<file path="src/rtl/mips_pkg.sv">
// Shared MIPS-I field layout and IF/ID bundle types for the pipeline registers.
package mips_pkg;

    localparam int PC_W    = 32;
    localparam int INSTR_W = 32;

    localparam int OPCODE_MSB = 31;
    localparam int OPCODE_LSB = 26;
    localparam int RS_MSB     = 25;
    localparam int RS_LSB     = 21;
    localparam int RT_MSB     = 20;
    localparam int RT_LSB     = 16;
    localparam int RD_MSB     = 15;
    localparam int RD_LSB     = 11;
    localparam int SHAMT_MSB  = 10;
    localparam int SHAMT_LSB  = 6;
    localparam int FUNCT_MSB  = 5;
    localparam int FUNCT_LSB  = 0;
    localparam int IMM_MSB    = 15;
    localparam int IMM_LSB    = 0;

    localparam int OPCODE_W = OPCODE_MSB - OPCODE_LSB + 1;
    localparam int REG_W    = RS_MSB - RS_LSB + 1;
    localparam int FUNCT_W  = FUNCT_MSB - FUNCT_LSB + 1;
    localparam int IMM_W    = IMM_MSB - IMM_LSB + 1;

    localparam logic [INSTR_W-1:0] NOP_INSTR = 32'h0000_0000;

    typedef struct packed {
        logic [PC_W-1:0]    pc4;
        logic [INSTR_W-1:0] instr;
    } if_id_entry_t;

    typedef struct packed {
        logic [OPCODE_W-1:0] opcode;
        logic [REG_W-1:0]    rs;
        logic [REG_W-1:0]    rt;
        logic [REG_W-1:0]    rd;
        logic [REG_W-1:0]    shamt;
        logic [FUNCT_W-1:0]  funct;
        logic [IMM_W-1:0]    imm16;
    } id_fields_t;

    // Word offset of a branch: sign-extended and scaled by 4.
    function automatic logic [PC_W-1:0] branch_offset(
        input logic [IMM_W-1:0] imm
    );
        return {{(PC_W-IMM_W-2){imm[IMM_W-1]}}, imm, 2'b00};
    endfunction

endpackage

</file>
<file path="src/rtl/if_id_field_split.sv">
// Combinational MIPS-I field slicer; shared by the IF/ID and ID/EX registers.
module if_id_field_split
    import mips_pkg::*;
(
    input  logic [INSTR_W-1:0] instr_i,
    output id_fields_t         fields_o
);

    always_comb begin
        fields_o.opcode = instr_i[OPCODE_MSB:OPCODE_LSB];
        fields_o.rs     = instr_i[RS_MSB:RS_LSB];
        fields_o.rt     = instr_i[RT_MSB:RT_LSB];
        fields_o.rd     = instr_i[RD_MSB:RD_LSB];
        fields_o.shamt  = instr_i[SHAMT_MSB:SHAMT_LSB];
        fields_o.funct  = instr_i[FUNCT_MSB:FUNCT_LSB];
        fields_o.imm16  = instr_i[IMM_MSB:IMM_LSB];
    end

endmodule

</file>
<file path="src/rtl/if_id_skid_register.sv">
// IF/ID register with a 2-entry skid behind a valid/ready handshake.
// Define IF_ID_BRANCH_TARGET_EN to compute branch_target_o from the head entry.
module if_id_skid_register
    import mips_pkg::*;
#(
    parameter int DATA_WIDTH = 32,
    parameter int PC_WIDTH   = 32
) (
    input  logic                  clk,
    input  logic                  reset,
    input  logic                  flush_i,
    input  logic                  in_valid_i,
    output logic                  in_ready_o,
    input  logic [PC_WIDTH-1:0]   in_pc4_i,
    input  logic [DATA_WIDTH-1:0] in_instr_i,
    output logic                  out_valid_o,
    input  logic                  out_ready_i,
    output logic [PC_WIDTH-1:0]   pc4_o,
    output logic [DATA_WIDTH-1:0] instr_o,
    output logic [5:0]            opcode_o,
    output logic [4:0]            rs_o,
    output logic [4:0]            rt_o,
    output logic [4:0]            rd_o,
    output logic [4:0]            shamt_o,
    output logic [5:0]            funct_o,
    output logic [15:0]           imm16_o,
    output logic [PC_WIDTH-1:0]   branch_target_o
);

    if_id_entry_t head_q, head_d;
    if_id_entry_t skid_q, skid_d;
    logic         head_valid_q, head_valid_d;
    logic         skid_valid_q, skid_valid_d;

    if_id_entry_t in_entry;
    if_id_entry_t head_out;
    id_fields_t   fields;
    logic         push;
    logic         pop;

    assign in_entry.pc4   = in_pc4_i;
    assign in_entry.instr = in_instr_i;

    // Readiness comes straight from a flop so fetch never sees decode's stall path.
    assign in_ready_o  = ~skid_valid_q;
    assign out_valid_o = head_valid_q;

    assign push = in_valid_i & ~skid_valid_q;
    assign pop  = head_valid_q & out_ready_i;

    always_comb begin
        head_d       = head_q;
        skid_d       = skid_q;
        head_valid_d = head_valid_q;
        skid_valid_d = skid_valid_q;

        if (flush_i) begin
            head_valid_d = 1'b0;
            skid_valid_d = 1'b0;
        end else if (!head_valid_q) begin
            if (push) begin
                head_d       = in_entry;
                head_valid_d = 1'b1;
            end
        end else if (pop) begin
            if (skid_valid_q) begin
                head_d       = skid_q;
                skid_valid_d = 1'b0;
            end else if (push) begin
                head_d = in_entry;
            end else begin
                head_valid_d = 1'b0;
            end
        end else if (push) begin
            skid_d       = in_entry;
            skid_valid_d = 1'b1;
        end
    end

    always_ff @(posedge clk or negedge reset) begin
        if (!reset) begin
            head_q       <= '0;
            skid_q       <= '0;
            head_valid_q <= 1'b0;
            skid_valid_q <= 1'b0;
        end else begin
            head_q       <= head_d;
            skid_q       <= skid_d;
            head_valid_q <= head_valid_d;
            skid_valid_q <= skid_valid_d;
        end
    end

    // An empty head shows a NOP so decode sees a harmless bubble.
    always_comb begin
        head_out = '0;
        head_out.instr = NOP_INSTR;
        if (head_valid_q) begin
            head_out = head_q;
        end
    end

    assign pc4_o   = head_out.pc4;
    assign instr_o = head_out.instr;

    if_id_field_split u_split (
        .instr_i  (instr_o),
        .fields_o (fields)
    );

    assign opcode_o = fields.opcode;
    assign rs_o     = fields.rs;
    assign rt_o     = fields.rt;
    assign rd_o     = fields.rd;
    assign shamt_o  = fields.shamt;
    assign funct_o  = fields.funct;
    assign imm16_o  = fields.imm16;

`ifdef IF_ID_BRANCH_TARGET_EN
    assign branch_target_o = pc4_o + branch_offset(imm16_o);
`else
    assign branch_target_o = '0;
`endif

endmodule
</file>
<file path="config.mk">
export PLATFORM = sky130hd
export DESIGN_NAME = if_id_skid_register
export DESIGN_NICKNAME = d
export VERILOG_FILES = /design/src/rtl/mips_pkg.sv /design/src/rtl/if_id_field_split.sv /design/src/rtl/if_id_skid_register.sv
export SDC_FILE = /design/constraint.sdc
export NUM_CORES = 1
export LEC_CHECK = 0
export CELL_PAD_IN_SITES_DETAIL_PLACEMENT = 2
export CELL_PAD_IN_SITES_GLOBAL_PLACEMENT = 2
export CORE_MARGIN = 2
export CORE_UTILIZATION = 27
export CTS_CLUSTER_DIAMETER = 40
export CTS_CLUSTER_SIZE = 30
export DETAILED_ROUTE_END_ITERATION = 16
export PLACE_DENSITY_LB_ADDON = 0.1
export SYNTH_ARGS = -nofsm -noshare
export SYNTH_HDL_FRONTEND = slang
export SYNTH_HIERARCHICAL = 1
export SYNTH_SLANG_ARGS = --single-unit
</file>
<file path="constraint.sdc">
create_clock -name clk -period 1.4 [get_ports clk]
set_input_delay 0.14 -clock clk [delete_from_list [all_inputs] [get_ports clk]]
set_output_delay 0.14 -clock clk [all_outputs]
set_load 0.01 [all_outputs]
</file>
==> impl_results.md, run 1 <==
- Via total after detailed routing: 4900
- Final WL: 23800 um
- Adder-cell share of the synthesized area: 0
- Final GP Congestion: 0.691
- R2R Setup Slk: -0.25 ns
- Initial Util: 0.275
- Status: finished, violations left
- Chip height: 161 um
- Cell depth of the worst flop-to-flop path: 7
- Clk sinks: 130
- Tmin final: 1.68 ns
- Row count: 57
- Failing checks: negative setup slack
- Share of layout cells above drive strength 1: 0.577
- Post-synthesis cell count: 519
- H-tree depth: 4
- FMAX: 597 MHz
- Overall Power: 13.6 mW
- Remaining DRCs: 0
- Mux cell area share after synthesis: 0.108
- Post-Synth XOR/XNOR Area: 0
- Core area: 24200 sq um
- Hold Violations, Final: 0
- WP data arrival: 1.54 ns
- Crit path max fanout: 5
- Ant. Diodes: 0
- Hold WS: 0.180 ns
- Root Buffer: clkbuf_16
- Worst setup SP type: flop
- Clock Latency Late Sink: 0.43 ns
- Number of antenna-violating nets in the routed design: 0
- Routed vias/inst: 4.66
- Crit path cell chain: buf_12 > buf_12 > buf_8 > and2_4 > buf_6
- Io pins: 215
- Req. time, crit path: 1.26 ns
- Die area: 26000 sq um
- Maxcap violations: 0
- Total global routing overflow: 0
- PD cells: 1290 nW/um^2
- CTS tree: done
- First-pass GRT wire length: 34400 um
- Class of the worst hold path: input port to asynchronous set/reset pin
- Seq cells post-synth: 130
- RSZ-0062 raised after global routing: true
- Worst R2R Start: skid_valid_q
- Max Root-Sink Buffers: 2
- Post-Syn Area: 6660 sq um
- Most frequent CP cell: buf_12
- Slack of the critical path: -0.276 ns
- Per-cell routed wire length: 22.6 um
- Post-synth cell types: 22
- Clk slew on worst S/H paths: 0.06 ns
- Compound-Gate Fraction of Synth Area: 0.209
- Area growth, synth to finish: 58.5%
- P_leak: 4.77 nW
- Slew Viols, Final: 0
- Final layout net count: 784
- Maximum vdd drop: 719 uV
- Largest family of logic cells by synthesized area: compound AO/OA/AOI/OAI gates
- I/O Buffers: 182
- R2r endpoint: head_q[62]
- Gr usage total: 0.173
- Count of warnings emitted by yosys: 6
- Hpwl dp: 13900 um
- Initial DRC count: 126
- Tcrit/Tclk final: 1.20
- Largest net degree at the start of global routing: 51
- Die W: 161 um
- Vias in the first global route: 5569
- Max incr delay on CP: 0.43 ns
- Crit. End Element: output port
- Setup CP Type: flop to output port
- Initial antenna violation count: 0
- TritonRoute pass-1 iters: 6
- Total clock buffers created by CTS: 17
- Clock skew: 0.0112 ns
- Fillers: 2388
- Synth Area per Inst: 12.8 sq um
- Finish-stage setup viols: 241
- Seq/Total Area, Yosys: 0.488
- CP max-delay cell: dfrtp_2
- Simple-gate portion of the synthesized area: 0.0653
[what timing repair did]
action,in CTS,in global routing
buffers inserted,20,9
endpoints found under the setup margin,242,242
resized for setup,570,155
pin swaps,2,6
cloned,8,14
endpoints found under the hold margin,68,0
hold buffers,1,0
[worst max path at each step]
stage	end	slack, ns	start	cells after the start
after floorplan	head_q[0]	-0.09	out_valid_o	5
after detailed placement	head_q[63]	-0.40	out_ready_i	5
after global routing	head_q[62]	-0.35	out_valid_o	8
after CTS	head_q[57]	-0.34	out_valid_o	8
final	instr_o[15]	-0.28	out_valid_o	5
after global placement	skid_q[8]	-0.31	out_ready_i	6
[area by class of cell]
| type | count | area (sq um) | share of cell area |
|---|---|---|---|
| multi-input combinational | 298 | 3050 | 0.288 |
| tap | 324 | 405 | 0.0384 |
| clock inverter | 14 | 129 | 0.0122 |
| sequential | 130 | 3250 | 0.308 |
| inverter | 2 | 7.51 | 0.000711 |
| timing repair buffer | 266 | 3280 | 0.311 |
| clock buffer | 18 | 439 | 0.0416 |
[flip-flops by register name, indices dropped and copies added (netlist names)]
name	cells
head_q	64
skid_q	64
out_valid_o	1
skid_valid_q	1
[power by group]
part / internal [mW] / switching (mW) / leakage [nW]
clock network: 2.51 / 1.82 / 0.273
registers: 4.64 / 0.622 / 1.52
logic: 2.57 / 1.41 / 2.98
[metrics by stage]
| step | setup WS [ns] | setup TNS [ns] | instance area, sq um | utilization | std cells |
|---|---|---|---|---|---|
| floorplan | -0.0914 | -9.33 | 6780 | - | 550 |
| global placement | -0.310 | -47.35 | 8660 | 0.357 | 975 |
| detailed placement | -0.396 | -57.79 | 8660 | 0.357 | 975 |
| CTS | -0.337 | -58.40 | 9620 | 0.397 | 1036 |
| global route | -0.352 | -58.90 | 10600 | 0.436 | 1052 |
| finish | -0.276 | -43.29 | 10600 | 0.436 | 1052 |
[worst max-delay path, delay by kind of cell (launching register included)]
kind | cells | cell delay [ns]
flops | 1 | 0.43
simple gates | 1 | 0.16
buf+inv | 4 | 0.52
[synthesized netlist by cell type]
| cell | n | area share |
|---|---|---|
| a211oi_1 | 1 | 0.0011 |
| a21oi_1 | 2 | 0.0015 |
| a21oi_2 | 1 | 0.0013 |
| a221oi_4 | 1 | 0.0039 |
| a2bb2oi_1 | 4 | 0.0053 |
| a2bb2oi_2 | 60 | 0.14 |
| and2_1 | 64 | 0.060 |
| buf_1 | 3 | 0.0017 |
| buf_2 | 7 | 0.0053 |
| buf_4 | 84 | 0.095 |
| buf_6 | 10 | 0.017 |
| clkbuf_1 | 16 | 0.0090 |
| conb_1 | 1 | 0.00056 |
| dfrtp_1 | 130 | 0.49 |
| inv_1 | 2 | 0.0011 |
| mux2_2 | 64 | 0.11 |
| nand2_2 | 1 | 0.00094 |
| nand2b_4 | 1 | 0.0021 |
| nand3_2 | 1 | 0.0015 |
| nor3_1 | 1 | 0.00075 |
| o21ai_0 | 1 | 0.00075 |
| o22ai_1 | 64 | 0.060 |
[placed cells by master, fill, tap and decap left out]
| cell type | n |
|---|---|
| nand2_4 | 1 |
| buf_12 | 25 |
| a221oi_4 | 1 |
| and2_4 | 55 |
| nor3_2 | 1 |
| a21oi_1 | 2 |
| buf_16 | 5 |
| clkinv_4 | 3 |
| nand2b_4 | 1 |
| buf_8 | 11 |
| conb_1 | 32 |
| inv_6 | 4 |
| o22ai_1 | 64 |
| dlygate4sd3_1 | 1 |
| clkbuf_8 | 1 |
| clkbuf_16 | 29 |
| clkinv_2 | 3 |
| a21oi_4 | 1 |
| dfrtp_1 | 129 |
| buf_2 | 12 |
| mux2_2 | 14 |
| and2_1 | 9 |
| o21ai_0 | 1 |
| buf_6 | 117 |
| dfrtp_2 | 1 |
| nand3_4 | 1 |
| clkinvlp_4 | 3 |
| buf_4 | 16 |
| inv_1 | 2 |
| a2bb2oi_2 | 64 |
| mux2_4 | 50 |
| a211oi_1 | 1 |
| bufinv_16 | 1 |
| clkdlybuf4s50_1 | 67 |
[logic make-up after synthesis]
kind of cell,after synthesis
compound gates,134
buf+inv,122
simple gates,68
flops,130
other cells,1
mux,64
[routing by layer]
metal  share of wire  wire (um)  GRT usage
met5               0          0          0
met4          0.0045        106     0.0390
met3           0.038        900     0.0419
met2            0.48      11400      0.282
met1            0.48      11300      0.234
Note: power is estimated with default switching activity, not from simulation.
==> inputs of run 2 (changes only) <==
--- a/config.mk
+++ b/config.mk
@@ -7,12 +7,12 @@
 export LEC_CHECK = 0
 export CELL_PAD_IN_SITES_DETAIL_PLACEMENT = 2
 export CELL_PAD_IN_SITES_GLOBAL_PLACEMENT = 2
-export CORE_MARGIN = 2
+export CORE_MARGIN = 5
 export CORE_UTILIZATION = 27
 export CTS_CLUSTER_DIAMETER = 40
 export CTS_CLUSTER_SIZE = 30
 export DETAILED_ROUTE_END_ITERATION = 16
-export PLACE_DENSITY_LB_ADDON = 0.1
+export PLACE_DENSITY_LB_ADDON = 0.15
 export SYNTH_ARGS = -nofsm -noshare
 export SYNTH_HDL_FRONTEND = slang
 export SYNTH_HIERARCHICAL = 1
==> impl_results.md, run 2 (synthesized netlist as in run 1, its figures left out) <==
- Total clock buffers created by CTS: 17
- Tcrit/Tclk final: 1.27
- Regs by FF count: head_q (64), skid_q (64)
- Final layout net count: 778
- R2R Setup Slk: -0.37 ns
- Combinational power share: 0.280
- P_leak: 4.60 nW
- Row count: 57
- PD cells: 1320 nW/um^2
- Via total after detailed routing: 4846
- Root Buffer: clkbuf_16
- Overall Power: 13.6 mW
- Most frequent cells in the layout: 128 x dfrtp_1, 122 x buf_6, 67 x clkdlybuf4s50_1, 64 x o22ai_1, 61 x a2bb2oi_2
- Net Sw Frac: 0.279
- Die area: 27900 sq um
- First-pass GRT wire length: 34100 um
- Clock skew: 0.0113 ns
- Crit path cell chain: buf_6 > buf_16 > buf_6 > a221oi_4 > buf_6 > buf_8 > a2bb2oi_2
- Remaining DRCs: 0
- Cell area after layout: 10300 sq um
- CTS tree: done
- Per-cell routed wire length: 21.6 um
- Slew Viols, Final: 0
- WP data arrival: 2.11 ns
- I/O Buffers: 182
- Clk pwr share: 0.333
- Post-Place Cells: 971
- R2r endpoint: head_q[6]
- Share of layout cells above drive strength 1: 0.573
- Worst R2R Start: out_valid_o
- Clk sinks: 130
- H-tree depth: 4
- TritonRoute pass-1 iters: 4
- Clock Latency Late Sink: 0.42 ns
- Class of the worst hold path: input port to asynchronous set/reset pin
- Area growth, synth to finish: 54.7%
- P_sw: 3.79 mW
- Largest net degree at the start of global routing: 63
- Status: finished, violations left
- Routed vias/inst: 4.63
- Clk slew on worst S/H paths: 0.06 ns
- FMAX: 565 MHz
- Vias in the first global route: 5588
- Hold Violations, Final: 0
- Max incr delay on CP: 0.42 ns
- Sequential Power Share: 0.387
- Most frequent CP cell: buf_6
- Layout Cells excl Fill: 1047
- Initial Util: 0.274
- Crit path max fanout: 5
- Most common cell after layout, fill and taps aside: dfrtp_1
- Die W: 167 um
- Worst setup SP type: flop
- Maximum vdd drop: 724 uV
- Cell depth of the worst flop-to-flop path: 7
- Maxcap violations: 0
- Initial antenna violation count: 0
- Core area: 24300 sq um
- Setup_tns: -62.64 ns
- Failing checks: negative setup slack
- Initial DRC count: 154
- CP max-delay cell: dfrtp_2
- Cell area after placement: 8620 sq um
- Chip height: 167 um
- Req. time, crit path: 1.74 ns
- Pre-CTS setup slack: -0.381 ns
- Hpwl dp: 13700 um
- Total global routing overflow: 0
- Gr usage total: 0.155
- Max Root-Sink Buffers: 2
- RSZ-0062 raised after global routing: true
- Crit. End Element: flop
- Io pins: 215
- Number of antenna-violating nets in the routed design: 0
- Final WL: 22600 um
- Setup CP Type: flop to flop
- Slack of the critical path: -0.371 ns
- Final GP Congestion: 0.677
- Int Pwr: 9.77 mW
- Finish-stage setup viols: 241
- Tmin final: 1.77 ns
[run 2: through the flow]
| stage | hold slack [ns] | utilization |
|---|---|---|
| after global placement | 0.0227 | 0.355 |
| after global routing | 0.120 | 0.424 |
| final | 0.117 | 0.424 |
| after floorplan | -0.156 | - |
| after CTS | 0.103 | 0.390 |
| after detailed placement | 0.0265 | 0.355 |
[run 2: critical path: cells and delay by family (launching register included)]
family | cells | cell delay [ns]
DFF | 1 | 0.42
buffers and inverters | 5 | 0.75
AOI/OAI and AO/OA | 2 | 0.52
[run 2: worst max path at each step]
| stage | end | slack (ns) | depth (start not counted) | from |
|---|---|---|---|---|
| 2_1_floorplan | head_q[0] | -0.09 | 5 | out_valid_o |
| 3_3_place_gp | skid_q[56] | -0.35 | 6 | flush_i |
| 3_5_place_dp | skid_q[4] | -0.38 | 6 | flush_i |
| 4_1_cts | imm16_o[2] | -0.41 | 6 | out_valid_o |
| 5_1_grt | head_q[6] | -0.44 | 7 | out_valid_o |
| 6_report | head_q[6] | -0.37 | 7 | out_valid_o |
[run 2: power by group through the flow]
stage / sequential [mW] / clock [mW] / combinational (mW)
global route: 5.34 / 4.83 / 4.06
global placement: 5.18 / 0 / 3.03
CTS: 5.20 / 4.63 / 3.33
floorplan: 5.06 / 0 / 2.04
finish: 5.25 / 4.52 / 3.80
detailed placement: 5.24 / 0 / 3.14
[run 2: layer usage]
metal	vias up	GRT usage	part of all wire
met4	0	0.0409	0.0074
met2	146	0.254	0.49
met5	-	0	0
li1	2159	-	-
met3	11	0.0410	0.051
met1	2530	0.203	0.46
[run 2: timing repair]
action,in CTS,in global routing
resized for setup,563,147
hold buffers,1,0
buffers inserted,20,16
cloned,6,7
setup endpoints to repair,242,242
pin swaps,1,3
hold endpoints to repair,130,0
[run 2: final cells by class]
cell class,instances,area (sq um)
clock inverter,14,155
antenna,1,2.50
tap,324,405
sequential,130,3260
multi-input combinational,298,2970
inverter,2,7.51
timing repair buffer,260,3070
clock buffer,18,439
fill,2375,14000
